## config.mk

```make
export PLATFORM = sky130hd
export DESIGN_NAME = neuron_bus_scheduler
export DESIGN_NICKNAME = d
export VERILOG_FILES = /design/src/rtl/neuron_bus_pkg.sv /design/src/rtl/neuron_burst_counter.sv /design/src/rtl/neuron_bus_scheduler.sv
export SDC_FILE = /design/constraint.sdc
export NUM_CORES = 1
export LEC_CHECK = 0
export ABC_CLOCK_PERIOD_IN_PS = 4950
export BUFFER_PORTS_ARGS = -buffer_cell sky130_fd_sc_hd__buf_2
export CAP_MARGIN = 15
export CORE_MARGIN = 8
export CORE_UTILIZATION = 40
export CTS_CLUSTER_SIZE = 40
export DETAILED_ROUTE_END_ITERATION = 7
export PLACE_DENSITY = 0.84
export SYNTH_ARGS = -nofsm -noshare
export SYNTH_HDL_FRONTEND = slang
export SYNTH_HIERARCHICAL = 1
export SYNTH_SLANG_ARGS = --single-unit
```

## constraint.sdc

```tcl
create_clock -name clk -period 4.95 [get_ports clk]
set_clock_uncertainty 0.2 [all_clocks]
set_input_delay 0.495 -clock clk [delete_from_list [all_inputs] [get_ports clk]]
set_output_delay 0.495 -clock clk [all_outputs]
set_load 0.01 [all_outputs]
```

## src/rtl/neuron_bus_pkg.sv

```systemverilog
// neuron_bus_pkg
//   Shared types and defaults for the neuron bus scheduler.
//   - state_e : arbiter state (IDLE, EXT, INT)
//   - owner_e : which side was served most recently (tie-break memory)
//   - *_DEF   : default widths and burst limit
//   - CNT_W   : burst counter width, wide enough for MAX_BURST up to 15
package neuron_bus_pkg;

  localparam int ADDR_W_DEF    = 8;
  localparam int DATA_W_DEF    = 8;
  localparam int MAX_BURST_DEF = 4;
  localparam int CNT_W         = 4;

  typedef enum logic [1:0] {
    IDLE = 2'd0,
    EXT  = 2'd1,
    INT  = 2'd2
  } state_e;

  typedef enum logic {
    OWN_EXT = 1'b0,
    OWN_INT = 1'b1
  } owner_e;

endpackage

```

## src/rtl/neuron_burst_counter.sv

```systemverilog
// neuron_burst_counter
//   Saturating up-counter that tracks how long the current owner has held
//   the bus while the other side is waiting.
//   Ports:
//     clk, reset : clock, synchronous active-high reset
//     clr        : clear to zero (wins over en)
//     en         : count one step, saturating at max
//     max        : saturation value
//     count      : current count
//     at_max     : count has reached max
module neuron_burst_counter
  import neuron_bus_pkg::*;
#(
  parameter int W = CNT_W
) (
  input  logic         clk,
  input  logic         reset,
  input  logic         clr,
  input  logic         en,
  input  logic [W-1:0] max,
  output logic [W-1:0] count,
  output logic         at_max
);

  logic [W-1:0] count_q;
  logic [W-1:0] count_d;

  always_comb begin
    count_d = count_q;
    if (clr) begin
      count_d = '0;
    end else if (en && (count_q != max)) begin
      count_d = count_q + 1'b1;
    end
  end

  always_ff @(posedge clk) begin
    if (reset) begin
      count_q <= '0;
    end else begin
      count_q <= count_d;
    end
  end

  assign count  = count_q;
  assign at_max = (count_q == max);

endmodule

```

## src/rtl/neuron_bus_scheduler.sv

```systemverilog
// neuron_bus_scheduler
//   Arbitrates the neuron memory bus between an external host and the
//   internal engine. Grants are registered (one cycle after the request is
//   sampled); when both sides contend, the owner keeps the bus for at most
//   MAX_BURST cycles before handing over. Address/data/strobe are muxed
//   combinationally from the registered state.
//   Ports:
//     clk, reset                        : clock, synchronous active-high reset
//     ext_* / int_*                     : request, grant, addresses, data,
//                                         write strobe for each source
//     select_external                   : 1 when the external host drives
//     neuron_read/write_address, _data  : muxed bus towards neuron memory
//     neuron_write_enable               : gated write strobe
//     busy                              : any grant active
//
//   state | meaning
//   IDLE  | nobody owns the bus, internal side selected, no writes
//   EXT   | external host owns the bus
//   INT   | internal engine owns the bus
module neuron_bus_scheduler
  import neuron_bus_pkg::*;
#(
  parameter int ADDR_W    = ADDR_W_DEF,
  parameter int DATA_W    = DATA_W_DEF,
  parameter int MAX_BURST = MAX_BURST_DEF
) (
  input  logic              clk,
  input  logic              reset,
  input  logic              ext_req,
  output logic              ext_grant,
  input  logic [ADDR_W-1:0] ext_read_address,
  input  logic [ADDR_W-1:0] ext_write_address,
  input  logic [DATA_W-1:0] ext_write_data,
  input  logic              ext_write_enable,
  input  logic              int_req,
  output logic              int_grant,
  input  logic [ADDR_W-1:0] int_read_address,
  input  logic [ADDR_W-1:0] int_write_address,
  input  logic [DATA_W-1:0] int_write_data,
  input  logic              int_write_enable,
  output logic              select_external,
  output logic [ADDR_W-1:0] neuron_read_address,
  output logic [ADDR_W-1:0] neuron_write_address,
  output logic [DATA_W-1:0] neuron_write_data,
  output logic              neuron_write_enable,
  output logic              busy
);

  localparam logic [CNT_W-1:0] BURST_MAX = CNT_W'(MAX_BURST - 1);

  state_e             state_q, state_d;
  owner_e             last_q, last_d;
  logic [CNT_W-1:0]   burst_cnt;
  logic               burst_at_max;
  logic               burst_clr;
  logic               burst_en;
  logic               burst_done;

  assign burst_done = (burst_cnt == BURST_MAX);

  always_comb begin
    state_d = state_q;
    last_d  = last_q;
    case (state_q)
      IDLE: begin
        if (ext_req && int_req) begin
          state_d = (last_q == OWN_INT) ? EXT : INT;
        end else if (ext_req) begin
          state_d = EXT;
        end else if (int_req) begin
          state_d = INT;
        end
      end
      EXT: begin
        if (!ext_req) begin
          state_d = int_req ? INT : IDLE;
        end else if (int_req && burst_done) begin
          state_d = INT;
        end
      end
      INT: begin
        if (!int_req) begin
          state_d = ext_req ? EXT : IDLE;
        end else if (ext_req && burst_done) begin
          state_d = EXT;
        end
      end
      default: state_d = IDLE;
    endcase

    if (state_d != state_q) begin
      if (state_d == EXT) last_d = OWN_EXT;
      if (state_d == INT) last_d = OWN_INT;
    end
  end

  // The burst only ages while the other side is actually waiting.
  assign burst_clr = (state_d != state_q);
  assign burst_en  = ((state_q == EXT) && int_req) || ((state_q == INT) && ext_req);

  neuron_burst_counter #(
    .W (CNT_W)
  ) u_burst (
    .clk    (clk),
    .reset  (reset),
    .clr    (burst_clr),
    .en     (burst_en && !burst_at_max),
    .max    (BURST_MAX),
    .count  (burst_cnt),
    .at_max (burst_at_max)
  );

  always_ff @(posedge clk) begin
    if (reset) begin
      state_q <= IDLE;
      last_q  <= OWN_INT;
    end else begin
      state_q <= state_d;
      last_q  <= last_d;
    end
  end

  assign ext_grant       = (state_q == EXT);
  assign int_grant       = (state_q == INT);
  assign busy            = ext_grant || int_grant;
  assign select_external = ext_grant;

  assign neuron_read_address  = select_external ? ext_read_address  : int_read_address;
  assign neuron_write_address = select_external ? ext_write_address : int_write_address;
  assign neuron_write_data    = select_external ? ext_write_data    : int_write_data;

  // A grant whose request already dropped must not write.
  assign neuron_write_enable = (ext_grant && ext_req && ext_write_enable) ||
                               (int_grant && int_req && int_write_enable);

endmodule

```

==> metrics.md, run 1 <==
| Metric | Value |
|---|---|
| Status | finished, final reports clean |
| Num ports | 83 |
| Final Hold Viols | 0 |
| R2r worst-path depth | 10 |
| Reg2reg end | last_q$_SDFFE_PP1P_ |
| Gr usage total | 16.70% |
| Mapped Cells | 110 |
| Critical path launch point type | register |
| Post-synthesis mux area share | 31.79% |
| Multi-input gate area | 757.0 um^2 |
| R2R Path Start | state_q[1]$_SDFF_PP0_ |
| Avg Vias per Cell | 5.114 |
| Share of cells above drive strength 1 | 59.38% |
| PwrDens | 305.4 nW/um^2 |
| Initial DRC Count | 42 |
| CP Buf/Inv Count | 1 |
| Synth Area in Compound Gates | 15.23% |
| Critical path endpoint | last_q$_SDFFE_PP1P_ |
| CTS tree | done |
| Clk_lat worst skew | 0.25 ns |
| Largest family of logic cells by synthesized area | multiplexers |
| Commonest non-fill, non-tap cell in the layout | buf_2 |
| Vias | 1125 |
| Synth cell types | 31 |
| First-pass GRT wire length | 5830 um |
| CTS max path bufs | 2 |
| Port bufs | 82 |
| Ys flop type | dfxtp_1 |
| CP top delay family | adder cells |
| Post-synth EDFFs | 0 |
| Worst vdd ir | 201.0 uV |
| Initial antenna violation count | 0 |
| CP cell instances | inv_1 -> ha_1 -> o21a_1 -> a221o_1 -> nor2b_1 -> ha_1 -> nor3_1 -> mux2i_1 -> nand3_1 -> mux2i_1 |
| Fmax | 337.9 MHz |
| Synthesis-to-finish area growth | 50.20% |
| Adder-cell share of the synthesized area | 7.947% |
| Drt pass-1 iters | 4 |
| Leakage | 0.7318 nW |
| Post-synthesis simple-gate area fraction | 16.29% |
| Max stage delay on crit path | 0.51 ns |
| Tightest Pin Transition | 0.5288 ns |
| CTS clock-pin slew for the worst setup and hold paths | 0.05 ns |
| Syn. warnings | 6 |
| Setup bufs post-CTS | 0 |
| Fin crit share | 59.79% |
| Die Ht | 64.60 um |
| Post-Syn Area | 944.7 um^2 |
| Critical path data arrival time | 2.94 ns |
| Worst hold path type | in -> reg |
| Worst-path fanout max | 11 |
| Antenna Cells | 0 |
| Xor and xnor area share after synthesis | 7.285% |
| Synthesized flop and latch total | 7 |
| Vias in the first global route | 1280 |
| CORE AREA | 2233 um^2 |
| Register area share after synthesis | 14.83% |
| WL/cell | 15.37 um |
| WP depth | 10 |
| FILL cells | 210 |
| Placed Cells | 215 |
| Pin count of the biggest net entering global routing | 31 |
| FF-to-FF setup slack | 1.99 ns |
| Die ar. | 4173 um^2 |
| Final WL | 3382 um |
| Chip width | 64.60 um |
| Row count | 17 |
| Clock Sinks | 7 |
| CTS Root Cell | clkbuf_4 |
| # DRC | 0 |
| Critical path class | reg -> reg |
| Hold depth | 2 |
| Initial Utilization | 42.30% |
| Crit path required time | 4.93 ns |
| Final setup violating endpoints | 0 |
| Post-CTS Resized | 0 |
| Max-slew headroom | 64.74% |
| Setup crit end kind | register |
| Max_cap viols | 0 |
| Nets | 253 |
| Syn avg cell area | 8.588 um^2 |
| RSZ-0062 raised after global routing | no |
| Async SR Flop Fraction | 0% |
| H-tree depth | 1 |
| Final Max Slew Viols | 0 |
| RePlAce Congestion | 0.8102 |
| FF/Latch Area | 140.1 um^2 |
| Final TNS setup | 0 ns |
| Slowest CP cell | dfxtp_1 |
| Setup crit start | state_q[1]$_SDFF_PP0_ |
| Post-Layout Cell Count | 220 |
| Most frequent cells in the layout | buf_2 (82), mux2_2 (24), nor2_1 (9) |
| GR Overflow Total | 0 |
| Final HPWL DP | 2910 um |
| DRT antenna net count | 0 |
| Hold Buf Count CTS | 0 |
| Total CTS buffers | 3 |
| Period minus WS final | 2.960 ns |
-- sequential cells by signal, summed over array words and instances (netlist names) --
register / cells
last_q: 1
state_q: 2
u_burst/count: 4
-- cells in the mapped netlist, types with 3 or more instances --
cell      count  area [um^2]
o21ai_0       4        20.02
mux2_2       24        270.3
clkbuf_1      4        15.01
mux2i_1       3        30.03
dfxtp_1       7        140.1
inv_1         6        22.52
ha_1          6        75.07
nand2_1       4        15.01
nand3_1       7        35.03
xor2_1        4        35.03
a21oi_1       4        20.02
nor2_1        9        33.78
-- cell type report --
cell class | instances | area share, %
clock buffers | 4 | 1.852
inverters | 6 | 1.587
multi-input cells | 92 | 53.35
flip-flops and latches | 7 | 9.877
well taps | 28 | 2.469
repair buffers | 83 | 30.86
-- stage by stage --
| step | util [%] | power, W | instance area [um^2] | setup slack, ns | hold slack [ns] |
|---|---|---|---|---|---|
| 3_5_place_dp | 61.12 | 0.0003699 | 1365 | 1.607 | 0.3125 |
| 6_report | 63.53 | 0.0004333 | 1419 | 1.990 | 0.2970 |
| 2_1_floorplan | - | 0.0002810 | 952.2 | 2.120 | 0.2745 |
| 3_3_place_gp | 61.12 | 0.0003555 | 1365 | 1.903 | 0.2946 |
| 5_1_grt | 63.53 | 0.0004729 | 1419 | 1.781 | 0.2927 |
| 4_1_cts | 62.30 | 0.0004245 | 1391 | 1.592 | 0.2781 |
-- layer usage --
layer  routed length, um  share of wire, %  up-vias  GRT usage (%)
met5                   0                 0        -              0
met1                1176                35      516          15.94
met4                  38               1.1        0          4.087
met2                1863                55       50          32.05
li1                    -                 -      553              -
met3                 305               9.0        6          7.045
-- power by group --
part | internal [W] | leakage, nW | switching, W
clock | 0.0000308 | 0.0150 | 0.0000211
combinational | 0.000154 | 0.660 | 0.000151
sequential | 0.0000644 | 0.0571 | 0.0000129
-- worst reg2reg max path, stage by stage (launching register included) --
cell     delay [ns]
dfxtp_1        0.51
inv_1          0.14
ha_1           0.39
o21a_1         0.18
a221o_1        0.38
nor2b_1        0.18
ha_1           0.35
nor3_1         0.17
mux2i_1        0.10
nand3_1        0.10
mux2i_1        0.19
-- cells by family after synthesis --
kind of cell | after synthesis
buffers and inverters | 13
AOI/OAI and AO/OA | 18
DFF | 7
xor gates and xnor gates | 7
and+or+nand+nor | 30
adders and majority gates | 6
other | 2
muxes | 27
-- how the worst min path moves through the flow --
stage                                       start                       endpoint
finish                                      reset          state_q[0]$_SDFF_PP0_
global placement    u_burst/count[3]$_SDFFE_PP0P_  u_burst/count[3]$_SDFFE_PP0P_
global route                                reset          state_q[1]$_SDFF_PP0_
floorplan           u_burst/count[3]$_SDFFE_PP0P_  u_burst/count[3]$_SDFFE_PP0P_
detailed placement  u_burst/count[3]$_SDFFE_PP0P_  u_burst/count[3]$_SDFFE_PP0P_
CTS                                         reset          state_q[0]$_SDFF_PP0_
(Power assumes the default switching activity.)
==> run 2: changes to the inputs <==
--- a/config.mk
+++ b/config.mk
@@ -5,14 +5,14 @@
 export SDC_FILE = /design/constraint.sdc
 export NUM_CORES = 1
 export LEC_CHECK = 0
-export ABC_CLOCK_PERIOD_IN_PS = 4950
+export ABC_CLOCK_PERIOD_IN_PS = 2650
 export BUFFER_PORTS_ARGS = -buffer_cell sky130_fd_sc_hd__buf_2
 export CAP_MARGIN = 15
 export CORE_MARGIN = 8
-export CORE_UTILIZATION = 40
+export CORE_UTILIZATION = 34
 export CTS_CLUSTER_SIZE = 40
 export DETAILED_ROUTE_END_ITERATION = 7
-export PLACE_DENSITY = 0.84
+export PLACE_DENSITY = 0.76
 export SYNTH_ARGS = -nofsm -noshare
 export SYNTH_HDL_FRONTEND = slang
 export SYNTH_HIERARCHICAL = 1
==> constraint.sdc (replaced) <==
create_clock -name clk -period 2.65 [get_ports clk]
set_clock_uncertainty 0.2 [all_clocks]
set_input_delay 0.265 -clock clk [delete_from_list [all_inputs] [get_ports clk]]
set_output_delay 0.265 -clock clk [all_outputs]
set_load 0.01 [all_outputs]
==> run 2 against run 1 <==
Total power increased by 95%. Sequential power increased by 71%. Cell count increased by 3.6%. Clock power increased by 83%. Combinational power increased by 100%. Global-route usage decreased by 1.5 points. Clock-buffer cell count unchanged. Critical path type unchanged.
==> metrics.md, run 2 (synthesized netlist as in run 1, its figures left out) <==
| Metric | Value |
|---|---|
| Status | finished, final reports clean |
| CTS Root Cell | clkbuf_4 |
| Max_cap viols | 0 (unchanged) |
| # DRC | 0 (unchanged) |
| Critical path data arrival time | 2.39 ns (-0.55 ns) |
| Final Max Slew Viols | 0 (unchanged) |
| Final setup violating endpoints | 0 (unchanged) |
| CTS max path bufs | 2 (unchanged) |
| Most frequent cells in the layout | buf_2 (82), mux2_2 (24), nor2_1 (9) |
| Share of cells above drive strength 1 | 63.96% (+4.6 points) |
| Final Hold Viols | 0 (unchanged) |
| Row count | 19 (+2) |
| FF-to-FF setup slack | 0.19 ns (-1.80 ns) |
| Worst hold path type | in -> reg |
| Vias | 1127 (+0.18%) |
| Worst vdd ir | 346.8 uV (+73%) |
| DRT antenna net count | 0 (unchanged) |
| First-pass GRT wire length | 5506 um (-5.6%) |
| Fmax | 406.6 MHz (+20%) |
| Fin crit share | 92.80% (+33 points) |
| WHS | 0.06131 ns (-0.2357 ns) |
| CTS clock-pin slew for the worst setup and hold paths | 0.05 ns (about the same) |
| RePlAce Congestion | 0.8007 (-1.2%) |
| Worst-path fanout max | 5 (-6) |
| Vias in the first global route | 1269 (-0.86%) |
| PwrDens | 575.1 nW/um^2 (+88%) |
| Final WL | 3487 um (+3.1%) |
| WL/cell | 15.29 um (-0.51%) |
| Nets | 258 (+2.0%) |
| Leakage | 0.7581 nW (+3.6%) |
| Clk_lat worst skew | 0.25 ns (about the same) |
| Antenna Cells | 0 (unchanged) |
| FILL cells | 265 (+26%) |
| Final HPWL DP | 3051 um (+4.8%) |
| Critical path class | reg -> reg |
| Num ports | 83 (unchanged) |
| Gr usage total | 15.20% (-1.5 points) |
| Final TNS setup | 0 ns (unchanged) |
| Commonest non-fill, non-tap cell in the layout | buf_2 |
| Hold Buf Count CTS | 0 (unchanged) |
| Clock Sinks | 7 (unchanged) |
| Drt pass-1 iters | 4 (unchanged) |
| Setup bufs post-CTS | 0 (unchanged) |
| Port bufs | 82 (unchanged) |
| Initial DRC Count | 62 (+48%) |
| Total CTS buffers | 3 (unchanged) |
| Die ar. | 4721 um^2 (+13%) |
| RSZ-0062 raised after global routing | no |
| Initial Utilization | 35.17% (-7.1 points) |
| Max FFs per register | 4 (unchanged) |
| Period minus WS final | 2.459 ns (-0.5002 ns) |
| Die Ht | 68.71 um (+6.4%) |
| Pin count of the biggest net entering global routing | 27 (-13%) |
| Post-CTS Resized | 0 (unchanged) |
| Setup crit start | u_burst/count[2]$_SDFFE_PP0P_ |
| H-tree depth | 1 (unchanged) |
| Chip width | 68.71 um (+6.4%) |
| Multi-input gate area | 782.0 um^2 (+3.3%) |
| Critical path launch point type | register |
| FF/Latch Area | 143.9 um^2 (+2.7%) |
| Crit path required time | 2.58 ns (-2.35 ns) |
| GR Overflow Total | 0 (unchanged) |
| R2R Path Start | u_burst/count[2]$_SDFFE_PP0P_ |
| Initial antenna violation count | 0 (unchanged) |
| Setup crit end kind | register |
| Avg Vias per Cell | 4.943 (-3.3%) |
| Synthesis-to-finish area growth | 55.50% |
| HP Start | reset |
| CORE AREA | 2686 um^2 (+20%) |
| CTS tree | done |
[run 2: cell count changes in the layout (fill, tap and decap cells not counted), moves of 2 or more]
cell     before  now
dfxtp_1       7    4
nor3_2        0    2
nor3_1        2    0
dfxtp_2       0    3
buf_4         0    6
[run 2: worst paths after layout]
check | end | depth (start not counted)
setup / recovery | last_q$_SDFFE_PP1P_ | 9
hold / removal | state_q[0]$_SDFF_PP0_ | 2
setup reg to reg | last_q$_SDFFE_PP1P_ | 9
hold reg to reg | u_burst/count[3]$_SDFFE_PP0P_ | 2
[run 2: cell type report]
type / count / area share, %
clock buffer: 4 / 1.789
tap: 31 / 2.641
multi-input combinational: 92 / 53.24
timing repair buffer: 88 / 31.01
sequential: 7 / 9.796
inverter: 6 / 1.533
[run 2: metrics by stage]
step | area [um^2] | std cells | utilization [%] | total power (W) | worst slack [ns]
4_1_cts | 1440 | 228 | 53.61 | 0.0008157 | 0.06798
6_report | 1469 | 228 | 54.68 | 0.0008447 | 0.1907
5_1_grt | 1469 | 228 | 54.68 | 0.0009247 | 0.02072
3_5_place_dp | 1414 | 224 | 52.63 | 0.0007161 | 0.09733
3_3_place_gp | 1414 | 224 | 52.63 | 0.0007106 | 0.1431
2_1_floorplan | 965.9 | 112 | - | 0.0005335 | 0.002504
[run 2: critical path, stage by stage, from the launching register on]
cell	delay, ns
dfxtp_2	0.35
and4bb_4	0.25
a211o_1	0.28
a221o_1	0.34
nor2b_2	0.20
ha_4	0.31
nor3_2	0.04
mux2i_1	0.14
nand3_1	0.11
mux2i_1	0.12
[run 2: where the power goes]
part           switching, W  internal, W  leakage (nW)  total (W)
Clock             0.0000375    0.0000574        0.0150  0.0000949
Sequential        0.0000105     0.000121        0.0584   0.000132
Combinational      0.000306     0.000312         0.685   0.000618
Total              0.000354     0.000491         0.758   0.000845
[run 2: metal layers]
metal | share of wire (%) | track usage [%] | vias to the layer above
li1 | - | - | 561
met5 | 0 | 0 | -
met1 | 36 | 14.91 | 507
met2 | 51 | 27.87 | 59
met3 | 13 | 9.047 | 0
met4 | 0 | 1.504 | 0
